**src/rtl/cpu_pkg.sv**
```systemverilog
`default_nettype none
// ============================================================================
// Module   : cpu_pkg
// Brief    : Shared constants for the CPU front end (address width, reset PC,
//            instruction width, NOP encoding, PC increment).
// Revision : 1.0 - initial release
// ============================================================================
package cpu_pkg;

    localparam int                 DEF_ADDR_W   = 32;
    localparam logic [31:0]        DEF_RESET_PC = 32'h0000_0000;
    localparam int                 INSTR_W      = 32;
    localparam logic [INSTR_W-1:0] NOP_INSTR    = 32'h0000_0000;
    localparam logic [31:0]        PC_INC       = 32'd4;

endpackage
`default_nettype wire

```
**src/rtl/fetch_fifo.sv**
```systemverilog
`default_nettype none
// ============================================================================
// Module   : fetch_fifo
// Brief    : Registered synchronous FIFO with push/pop/flush, occupancy count,
//            full and empty flags. Push while full is accepted if a pop occurs.
// Revision : 1.0 - initial release
// ============================================================================
module fetch_fifo #(
    parameter  int WIDTH = 32,
    parameter  int DEPTH = 2,
    localparam int CNT_W = $clog2(DEPTH + 1)
) (
    input  logic             clk,
    input  logic             rst,
    input  logic             i_push,
    input  logic [WIDTH-1:0] i_wdata,
    input  logic             i_pop,
    input  logic             i_flush,
    output logic [WIDTH-1:0] o_rdata,
    output logic [CNT_W-1:0] o_count,
    output logic             o_full,
    output logic             o_empty
);

    localparam int PTR_W = (DEPTH > 1) ? $clog2(DEPTH) : 1;
    localparam logic [PTR_W-1:0] c_last_ptr = PTR_W'(DEPTH - 1);

    logic [WIDTH-1:0] r_mem [DEPTH];
    logic [PTR_W-1:0] r_wr_ptr;
    logic [PTR_W-1:0] r_rd_ptr;
    logic [CNT_W-1:0] r_count;
    logic             w_push;
    logic             w_pop;

    assign o_full  = (r_count == CNT_W'(DEPTH));
    assign o_empty = (r_count == '0);
    assign o_count = r_count;
    assign o_rdata = r_mem[r_rd_ptr];

    assign w_pop  = i_pop && !o_empty;
    assign w_push = i_push && (!o_full || w_pop);

    always_ff @(posedge clk) begin
        if (rst || i_flush) begin
            r_wr_ptr <= '0;
            r_rd_ptr <= '0;
            r_count  <= '0;
        end else begin
            if (w_push) begin
                r_wr_ptr <= (r_wr_ptr == c_last_ptr) ? '0 : r_wr_ptr + 1'b1;
            end
            if (w_pop) begin
                r_rd_ptr <= (r_rd_ptr == c_last_ptr) ? '0 : r_rd_ptr + 1'b1;
            end
            r_count <= r_count + CNT_W'(w_push) - CNT_W'(w_pop);
        end
    end

    // Storage carries no reset; validity is tracked by the pointers and count.
    always_ff @(posedge clk) begin
        if (w_push) begin
            r_mem[r_wr_ptr] <= i_wdata;
        end
    end

endmodule
`default_nettype wire

```
**src/rtl/fetch_unit.sv**
```systemverilog
`default_nettype none
// ============================================================================
// Module   : fetch_unit
// Brief    : Instruction fetch front end: owns the PC, issues credit-limited
//            in-order memory requests and queues {pc, instr} for decode.
// Revision : 1.0 - initial release
// ============================================================================
module fetch_unit
    import cpu_pkg::*;
#(
    parameter int                ADDR_W   = DEF_ADDR_W,
    parameter logic [ADDR_W-1:0] RESET_PC = ADDR_W'(DEF_RESET_PC),
    parameter int                DEPTH    = 2
) (
    input  logic               clk_i,
    input  logic               rst_i,
    output logic               imem_req_o,
    output logic [ADDR_W-1:0]  imem_addr_o,
    input  logic               imem_gnt_i,
    input  logic               imem_rvalid_i,
    input  logic [INSTR_W-1:0] imem_rdata_i,
    input  logic               redirect_i,
    input  logic [ADDR_W-1:0]  redirect_pc_i,
    output logic               id_valid_o,
    input  logic               id_ready_i,
    output logic [INSTR_W-1:0] id_instr_o,
    output logic [ADDR_W-1:0]  id_pc_o,
    output logic [ADDR_W-1:0]  id_pc_plus4_o
);

    localparam int CNT_W = $clog2(DEPTH + 1);
    // Fetches squashed by a redirect stay outstanding on top of the live
    // ones, so the in-flight counters get extra headroom.
    localparam int OUT_W = CNT_W + 2;
    localparam int Q_W   = ADDR_W + INSTR_W;

    logic [ADDR_W-1:0]  r_pc;
    logic [OUT_W-1:0]   r_outstanding;
    logic [OUT_W-1:0]   r_drop;

    logic [OUT_W-1:0]   w_out_next;
    logic [OUT_W:0]     w_used;
    logic               w_req;
    logic               w_gnt;
    logic               w_rsp;
    logic               w_rsp_keep;
    logic               w_q_push;
    logic               w_q_pop;
    logic [Q_W-1:0]     w_q_rdata;
    logic [CNT_W-1:0]   w_q_count;
    logic               w_q_full;
    logic               w_q_empty;
    logic [ADDR_W-1:0]  w_af_rdata;
    logic [CNT_W-1:0]   w_af_count;
    logic               w_af_full;
    logic               w_af_empty;
    logic               w_unused_ok;

    // Live credit use: queued entries plus in-flight fetches not being dropped.
    assign w_used     = (OUT_W + 1)'(w_q_count) + (OUT_W + 1)'(r_outstanding - r_drop);
    assign w_req      = !rst_i && (w_used < (OUT_W + 1)'(DEPTH));
    assign w_gnt      = w_req && imem_gnt_i;
    assign w_rsp      = imem_rvalid_i && (r_outstanding != '0);
    assign w_rsp_keep = w_rsp && (r_drop == '0);
    assign w_q_push   = w_rsp_keep && !redirect_i;
    assign w_q_pop    = id_valid_o && id_ready_i;
    assign w_out_next = r_outstanding + OUT_W'(w_gnt) - OUT_W'(w_rsp);

    assign imem_req_o    = w_req;
    assign imem_addr_o   = r_pc;
    assign id_valid_o    = !rst_i && !w_q_empty;
    assign id_pc_o       = w_q_rdata[Q_W-1:INSTR_W];
    assign id_instr_o    = id_valid_o ? w_q_rdata[INSTR_W-1:0] : NOP_INSTR;
    assign id_pc_plus4_o = id_pc_o + ADDR_W'(PC_INC);

    assign w_unused_ok = ^{w_q_full, w_af_count, w_af_full, w_af_empty};

    always_ff @(posedge clk_i) begin
        if (rst_i) begin
            r_pc          <= RESET_PC;
            r_outstanding <= '0;
            r_drop        <= '0;
        end else begin
            r_outstanding <= w_out_next;
            if (redirect_i) begin
                r_pc   <= redirect_pc_i;
                r_drop <= w_out_next;
            end else begin
                if (w_gnt) begin
                    r_pc <= r_pc + ADDR_W'(PC_INC);
                end
                if (w_rsp && (r_drop != '0)) begin
                    r_drop <= r_drop - 1'b1;
                end
            end
        end
    end

    // Addresses of live in-flight fetches; squashed fetches never enter it.
    fetch_fifo #(
        .WIDTH (ADDR_W),
        .DEPTH (DEPTH)
    ) u_addr_fifo (
        .clk     (clk_i),
        .rst     (rst_i),
        .i_push  (w_gnt && !redirect_i),
        .i_wdata (r_pc),
        .i_pop   (w_rsp_keep),
        .i_flush (redirect_i),
        .o_rdata (w_af_rdata),
        .o_count (w_af_count),
        .o_full  (w_af_full),
        .o_empty (w_af_empty)
    );

    fetch_fifo #(
        .WIDTH (Q_W),
        .DEPTH (DEPTH)
    ) u_instr_queue (
        .clk     (clk_i),
        .rst     (rst_i),
        .i_push  (w_q_push),
        .i_wdata ({w_af_rdata, imem_rdata_i}),
        .i_pop   (w_q_pop),
        .i_flush (redirect_i),
        .o_rdata (w_q_rdata),
        .o_count (w_q_count),
        .o_full  (w_q_full),
        .o_empty (w_q_empty)
    );

endmodule
`default_nettype wire

```
**config.mk**
```make
export PLATFORM = sky130hd
export DESIGN_NAME = fetch_unit
export DESIGN_NICKNAME = d
export VERILOG_FILES = /design/src/rtl/cpu_pkg.sv /design/src/rtl/fetch_fifo.sv /design/src/rtl/fetch_unit.sv
export SDC_FILE = /design/constraint.sdc
export NUM_CORES = 1
export LEC_CHECK = 0
export CAP_MARGIN = 25
export CORE_MARGIN = 1.5
export CORE_UTILIZATION = 59
export CTS_BUF_LIST = sky130_fd_sc_hd__clkbuf_4
export CTS_CLUSTER_SIZE = 40
export DETAILED_ROUTE_END_ITERATION = 8
export PLACE_DENSITY_LB_ADDON = 0.25
export SETUP_SLACK_MARGIN = 0.1
export SLEW_MARGIN = 10
export SYNTH_ARGS = -nofsm -noshare
export SYNTH_HDL_FRONTEND = slang
export SYNTH_HIERARCHICAL = 1
export SYNTH_SLANG_ARGS = --single-unit
```
**constraint.sdc**
```tcl
create_clock -name clk_i -period 13.75 [get_ports clk_i]
set_input_delay 1.375 -clock clk_i [delete_from_list [all_inputs] [get_ports clk_i]]
set_output_delay 1.375 -clock clk_i [all_outputs]
set_load 0.05 [all_outputs]
```
After elaboration in Yosys (flattened, before gate mapping)
Memory sizes are Yosys's and may differ from the RTL's. A register that Yosys moved wholly into a read port is not among the register bits.
Index checks and enable logic that the tools add are counted.
{"block": "word_totals", "register_bits": 48, "ramBits": 192, "out_inout_bits": 130, "romBits": 0, "n_memories": 2, "latchBits": 0}
{"memory": "u_instr_queue.r_mem", "words": 2, "width": 64, "read_ports": 1, "rd_ports_with_merged_regs": 1, "write_ports": 1, "line": "fetch_fifo.sv:28", "text": "logic [WIDTH-1:0] r_mem [DEPTH];"}
{"memory": "u_addr_fifo.r_mem", "words": 2, "width": 32, "read_ports": 1, "rd_ports_with_merged_regs": 1, "write_ports": 1, "line": "fetch_fifo.sv:28"}
{"block": "op_classes", "bitwise_logic": 0, "muxes": 17, "n_lt_le_gt_ge": 1, "n_reduce_logical": 29, "add_sub_neg": 15, "multipliers": 0, "n_eq_ne": 2, "shift": 0, "n_div": 0}
{"op": "2-to-1 mux 32 bit", "count": 3}
{"op": "adder 32 x 3 -> 32 bit, second input constant", "count": 2}
{"op": "logical AND 1 bit", "count": 13}
{"op": "2-to-1 mux 1 bit", "count": 12}
{"op": "2-to-1 mux 4 bit", "count": 2}
{"op": "nonzero test 4 bit", "count": 2}
{"op": "logical NOT 1 bit", "count": 6}
{"op": "adder 2 x 5 -> 5 bit", "count": 1}
{"op": "less-than comparator 5 x 2 -> 1 bit, second input constant", "count": 1}
{"op": "subtractor 4 x 4 -> 5 bit", "count": 1}
{"op": "adder 1 bit, second input constant", "count": 4}
{"op": "adder 2 x 1 -> 2 bit", "count": 2}
{"op": "adder 4 x 1 -> 4 bit", "count": 1}
{"op": "== test 2 bit, second input constant", "count": 2}
{"op": "logical NOT 2 bit", "count": 2}
{"op": "logical NOT 4 bit", "count": 1}
{"op": "nonzero test 2 bit", "count": 2}
{"op": "subtractor 2 x 1 -> 2 bit", "count": 2}
{"op": "subtractor 4 x 1 -> 4 bit", "count": 1}
{"op": "subtractor 4 x 1 -> 4 bit, second input constant", "count": 1}
{"op": "logical OR 1 bit", "count": 3}

Depth between registers and ports, before layout
Gate-level depths: netlist of run 1.
{"block": "logic_depth", "depth_word": 9, "depth_mapped": 17, "depth_no_buf": 16}

Cells and area by module
Netlist of run 1, hierarchy kept.
{"mod": "fetch_fifo (u_instr_queue)", "seq_area_each_um2": 3943.8, "cells_each": 232, "area_per_inst_um2": 4858.4, "n_inst": 1}
{"mod": "fetch_unit", "seq_area_each_um2": 800.8, "cells_each": 482, "area_per_inst_um2": 3677.3, "n_inst": 1}
{"mod": "fetch_fifo (u_addr_fifo)", "seq_area_each_um2": 2021.9, "cells_each": 133, "area_per_inst_um2": 2560.0, "n_inst": 1}

Worst setup path after synthesis of run 1
No wires, ideal clock.
{"block": "synth_path", "path_type": "input-to-reg", "start": "input redirect_i", "end": "memory u_instr_queue/r_mem[0][0] (netlist name) (enable)", "required_ns": 13.263, "path_buffers": 3, "arrival_ns": 5.282, "cell_stages": 6, "setup_slack_ns": 7.982, "setup_time_ns": 0.487, "path_cell_list": "clkbuf_1 > clkbuf_1 > buf_1 > nor3_1 > o21ai_2 > nor2_1"}
{"block": "synth_between", "elab_chain_cells": 5}
{"item": "start: declaration", "line": "fetch_unit.sv:22", "text": "input logic redirect_i,"}
{"item": "logical NOT 1 bit", "line": "fetch_unit.sv:65", "text": "assign w_q_push = w_rsp_keep && !redirect_i;"}
{"item": "logical AND 1 bit", "line": "fetch_unit.sv:65"}
{"item": "net w_q_push", "line": "fetch_unit.sv:47", "text": "logic w_q_push;"}
{"item": "logical AND 1 bit", "line": "fetch_fifo.sv:41", "text": "assign w_push = i_push && (!o_full || w_pop);"}
{"item": "2-to-1 mux 1 bit", "line": "fetch_fifo.sv:61", "text": "if (w_push) begin"}
{"item": "2-to-1 mux 1 bit (not written as such)", "line": "fetch_fifo.sv:62", "text": "r_mem[r_wr_ptr] <= i_wdata;"}
{"item": "end: declaration", "line": "fetch_fifo.sv:28"}
The timed path passes the listed nets, and every way through them passes these cells.

==> results of run 1 <==
-- per-layer routing --
| metal | global-route usage [%] | share of wire [%] |
|---|---|---|
| met1 | 31.9 | 42 |
| met2 | 42.6 | 49 |
| met3 | 5.74 | 6.6 |
| met4 | 9.64 | 2.4 |
| met5 | 0 | 0 |
-- power groups by stage --
stage / Clock (mW) / Combinational [mW] / Sequential (mW)
after global placement: 0 / 0.764 / 0.891
after floorplan: 0 / 0.527 / 0.909
final: 0.597 / 0.790 / 0.878
after global routing: 0.644 / 0.854 / 0.882
after detailed placement: 0 / 0.786 / 0.893
after CTS: 0.612 / 0.788 / 0.878
-- registers in the layout, indices dropped and copies added, names as in the netlist, named ones only --
signal / flops
u_instr_queue/r_mem: 128
u_addr_fifo/r_mem: 64
imem_addr_o: 32
r_drop: 4
r_outstanding: 4
u_addr_fifo/o_count: 2
u_instr_queue/o_count: 2
u_addr_fifo/r_rd_ptr: 1
u_addr_fifo/r_wr_ptr: 1
u_instr_queue/r_rd_ptr: 1
u_instr_queue/r_wr_ptr: 1
-- how the worst max path moves through the flow --
stage | startpoint | end | slack (ns) | cells after the start
final | register | id_pc_plus4_o[28] | 7.78 | 8
after global routing | r_outstanding[1] | imem_req_o | 7.52 | 10
after CTS | register | id_pc_plus4_o[25] | 7.76 | 8
after detailed placement | rst_i | id_instr_o[22] | 8.40 | 5
after global placement | register | id_pc_plus4_o[25] | 8.52 | 8
after floorplan | redirect_i | u_instr_queue/r_mem[0][0] | 7.98 | 6
-- cell type report --
class / count / area share, %
multi-input combinational: 528 / 28.8
clock inverter: 14 / 0.602
clock buffer: 93 / 4.94
inverter: 29 / 0.771
sequential: 242 / 47.9
tap: 229 / 2.03
timing repair buffer: 213 / 15.0
antenna: 1 / 0.0177
-- metrics by stage --
step / power [mW] / utilization (%) / area [µm²] / cells
2_1_floorplan: 1.44 / - / 11100 / 844
3_3_place_gp: 1.65 / 73.0 / 13300 / 1238
3_5_place_dp: 1.68 / 73.0 / 13300 / 1238
4_1_cts: 2.28 / 77.3 / 14100 / 1345
5_1_grt: 2.38 / 77.6 / 14100 / 1349
6_report: 2.26 / 77.6 / 14100 / 1349
==> flow_summary.json, run 1 <==
{
  "cts_tree": "done",
  "cp-start-kind": "register",
  "hold-worst-slack_ns": 0.495,
  "final_cell_mix": "198 x clkdlybuf4s50_1, 192 x edfxtp_1, 98 x mux2_2, 94 x clkbuf_4, 56 x nor2_1",
  "hold_depth": 0,
  "area_growth_pct": 27.4,
  "hold_class": "reg2reg",
  "p_seq_share_pct": 38.8,
  "rows": 49,
  "coreArea_mm2": 0.0182,
  "finalHoldViolCount": 0,
  "finalClockSkew_ns": 0.0497,
  "synth_nets": 934,
  "setup_tns_ns": 0,
  "hold-path-endpoint": "u_addr_fifo/r_mem[0][0]",
  "ant_nets": 0,
  "p_switching_mw": 0.851,
  "layout-drive-gt1-share_pct": 20.7,
  "vias_per_cell": 5.76,
  "grt_max_degree": 65,
  "drt-pass1-iter-count": 5,
  "ir_drop_uv": 197,
  "syn_area_per_cell_um2": 13.1,
  "cts_htree_levels": 2,
  "r2r_start": "u_instr_queue/o_count[1]",
  "die_x_um": 140,
  "layout_commonest_cell": "clkdlybuf4s50_1",
  "fin_nets": 1164,
  "die_area_mm2": 0.0196,
  "rsz0062_at_grt": "no",
  "gp_congestion": 0.858,
  "grt_pass1_vias": 7587,
  "r2r_end": "u_addr_fifo/r_mem[0][14]",
  "fill_cells": 1187,
  "cap_violations": 0,
  "seqCellArea_mm2": 0.00677,
  "cts_buffers": 60,
  "worstSetupPathType": "reg2out",
  "setup_viol": 0,
  "placement.io_buffers": 199,
  "grt_overflow_total": 0,
  "slew_headroom_pct": 33.2,
  "crit_path_end_kind": "output pin",
  "switching_share_pct": 37.6,
  "period_minus_slack_ns": 5.97,
  "cp.arrival_ns": 4.60,
  "path_buf_inv": 2,
  "io_pins": 200,
  "root_buffer": "clkbuf_4",
  "finalWirelength_um": 24900,
  "initial_core_util_pct": 60.9,
  "grt_pass1_wl_um": 39300,
  "p_int_mw": 1.41,
  "grt_antenna_before_repair": 1,
  "reg2regPathDepth": 11,
  "crit_chain": "buf_4 -> mux2_2 -> nand4_1 -> nor3_1 -> nand3_1 -> nor2_1 -> xor2_1 -> clkdlybuf4s50_1",
  "post-route-period-util_pct": 43.4,
  "cts-resized-gates": 0,
  "clock-sinks": 242,
  "critical-path-max-stage-delay_ns": 0.83,
  "status": "finished, final reports clean",
  "dpl.hpwl_um": 16400,
  "layout_setup_ws_ns": 7.78,
  "drt_iter0_markers": 567,
  "fmaxAchievable_mhz": 167,
  "min_from": "imem_addr_o[0]",
  "clkTransAtPathRegs_ns": 0.07,
  "slew_violations": 0,
  "p_per_area_mw_per_mm2": 160,
  "synthCells": 844,
  "cp_max_fo": 57,
  "synth_warnings": 6,
  "pre_cts_slack_ns": 8.40,
  "p_comb_share_pct": 34.9,
  "syn-cell-area_mm2": 0.0111,
  "clk_path_buf_depth": 3,
  "vias": 7769,
  "fp.dieH_um": 140,
  "r2r_setup_slack_ns": 9.39,
  "hold_buffers": 0,
  "wl_per_cell_um": 18.4,
  "power.leakage_nw": 4.86,
  "gr-usage-all-layers_pct": 25.2,
  "drc": 0,
  "cts_setup_buffers": 0,
  "cp.required_ns": 12.38,
  "clk_latency_ns": 0.69,
  "worst_pin_slew_ns": 0.998,
  "critPathSlowestCell": "clkdlybuf4s50_1",
  "multi_input_area_mm2": 0.00406,
  "crit_family": "buffers and inverters",
  "p_clk_share_pct": 26.4
}
Note: power is estimated with default switching activity, not from simulation.
==> inputs of run 2 (changes only) <==
- CORE_UTILIZATION: 59 -> 55
- clock period: 13.75 -> 6.1 ns (I/O delays scaled with it)
==> run 2 against run 1 <==
Effect of this change: non-clock buffer count down 2; highest routed layer unchanged; clock power up 110%; clock-buffer cell count down 7; flip-flop and latch count unchanged; design area down 0.16%; largest cell class unchanged; largest power group unchanged; hold slack about the same; setup slack worse by 6.8 ns.
==> flow_summary.json, run 2 (synthesized netlist as in run 1, its figures left out) <==
{
  "post-route-period-util_pct": 84.5,
  "clock-sinks": 242,
  "clkTransAtPathRegs_ns": 0.07,
  "placement.io_buffers": 199,
  "cp_max_fo": 17,
  "hold_depth": 0,
  "area_growth_pct": 27.2,
  "period_minus_slack_ns": 5.15,
  "cp.arrival_ns": 4.54,
  "finalHoldViolCount": 0,
  "finalWirelength_um": 24800,
  "r2r_start": "r_outstanding[1]",
  "hold_class": "reg2reg",
  "cts_setup_buffers": 0,
  "cts_htree_levels": 2,
  "cp.required_ns": 5.49,
  "layout-drive-gt1-share_pct": 19.9,
  "setup_viol": 0,
  "initial_core_util_pct": 56.6,
  "worst_pin_slew_ns": 1.03,
  "hold_buffers": 0,
  "gr-usage-all-layers_pct": 23.4,
  "cts_buffers": 60,
  "slew_violations": 0,
  "drt-pass1-iter-count": 5,
  "layout_commonest_cell": "clkdlybuf4s50_1",
  "setup_tns_ns": 0,
  "root_buffer": "clkbuf_4",
  "grt_pass1_wl_um": 39500,
  "rows": 51,
  "cts_tree": "done",
  "hold-path-endpoint": "u_addr_fifo/r_mem[1][1]",
  "min_from": "imem_addr_o[1]",
  "largest_register_ffs": 128,
  "power.leakage_nw": 4.83,
  "r2r_setup_slack_ns": 1.88,
  "post-route-util_pct": 72.0,
  "grt_max_degree": 56,
  "grt_pass1_vias": 7637,
  "worstSetupPathType": "reg2out",
  "r2r_end": "u_addr_fifo/r_mem[0][20]",
  "path_buf_inv": 3,
  "status": "finished, final reports clean",
  "fp.dieH_um": 145,
  "rsz0062_at_grt": "no",
  "critical-path-max-stage-delay_ns": 0.89,
  "ant_nets": 0,
  "vias": 7714,
  "io_pins": 200,
  "grt_antenna_before_repair": 0,
  "slew_headroom_pct": 31.1,
  "wl_per_cell_um": 17.8,
  "crit_family": "buffers and inverters",
  "cp_common_cell": "fa_1",
  "regMostFlops": "u_instr_queue/r_mem",
  "cts-resized-gates": 0,
  "gp_congestion": 0.850,
  "coreArea_mm2": 0.0196,
  "drc": 0,
  "cap_violations": 0,
  "die_area_mm2": 0.0210,
  "fin_nets": 1162,
  "finalClockSkew_ns": 0.0528,
  "crit_path_end_kind": "output pin",
  "p_per_area_mw_per_mm2": 357,
  "startpoint": "r_outstanding[1]",
  "antenna_cells": 0,
  "clk_latency_ns": 0.69,
  "crit_chain": "inv_1 -> fa_1 -> fa_1 -> nand2b_1 -> a21oi_2 -> xor2_1 -> buf_4 -> nand2_1 -> nor4b_1 -> clkdlybuf4s50_1",
  "cp-start-kind": "register",
  "critPathSlowestCell": "clkdlybuf4s50_1",
  "clk_path_buf_depth": 3,
  "reg2regPathDepth": 11,
  "ir_drop_uv": 337,
  "die_x_um": 145,
  "fmaxAchievable_mhz": 194,
  "vias_per_cell": 5.55,
  "dpl.hpwl_um": 16600,
  "final_cell_mix": "198 x clkdlybuf4s50_1, 192 x edfxtp_1, 98 x mux2_2, 86 x clkbuf_4, 56 x nor2_1",
  "grt_overflow_total": 0,
  "drt_iter0_markers": 606
}
==> run 2: cell count changes in the layout (fill, tap and decap cells not counted), sizes merged <==
cell    before  now
buf         14   13
bufinv       1    0
clkinv      15   28
inv         27   29
diode        1    0
clkbuf      94   86
==> run 2: how the worst max path moves through the flow <==
stage	end	slack, ns	depth (start not counted)
final	imem_req_o	0.95	10
after global routing	id_pc_plus4_o[26]	0.54	8
after CTS	id_pc_plus4_o[28]	0.87	8
after detailed placement	id_pc_plus4_o[28]	1.61	8
after global placement	imem_req_o	1.71	10
after floorplan	u_instr_queue/r_mem[0][0]	1.10	6
==> run 2: where the power goes <==
group	switching (mW)	total (mW)	internal, mW
sequential	0.0700	1.98	1.91
combinational	1.23	1.77	0.547
clock	0.631	1.28	0.652
==> run 2: metrics by stage <==
step                      total power, mW  hold slack, ns  worst slack, ns  instances  instance area (µm²)
after floorplan                      3.24           0.472             1.10        844                11100
after global placement               3.73           0.469             1.71       1274                13300
after detailed placement             3.77           0.486             1.61       1275                13300
after CTS                            5.06           0.473            0.872       1389                14100
after global routing                 5.30           0.467            0.539       1389                14100
final                                5.04           0.496            0.947       1389                14100
==> run 2: cell type report <==
type | count | area, µm²
Clock inverter | 28 | 108
Clock buffer | 86 | 646
Inverter | 29 | 109
Tap cell | 265 | 332
Sequential cell | 242 | 6770
Fill cell | 1424 | 5490
Multi-Input combinational cell | 528 | 4060
Timing Repair Buffer | 211 | 2080
==> run 2: routing by layer <==
metal | part of all wire (%) | track usage [%] | routed length, µm
met3 | 7.0 | 5.75 | 1740
met2 | 48 | 38.7 | 12000
met1 | 42 | 29.9 | 10500
met4 | 2.2 | 8.76 | 536
met5 | 0 | 0 | 0
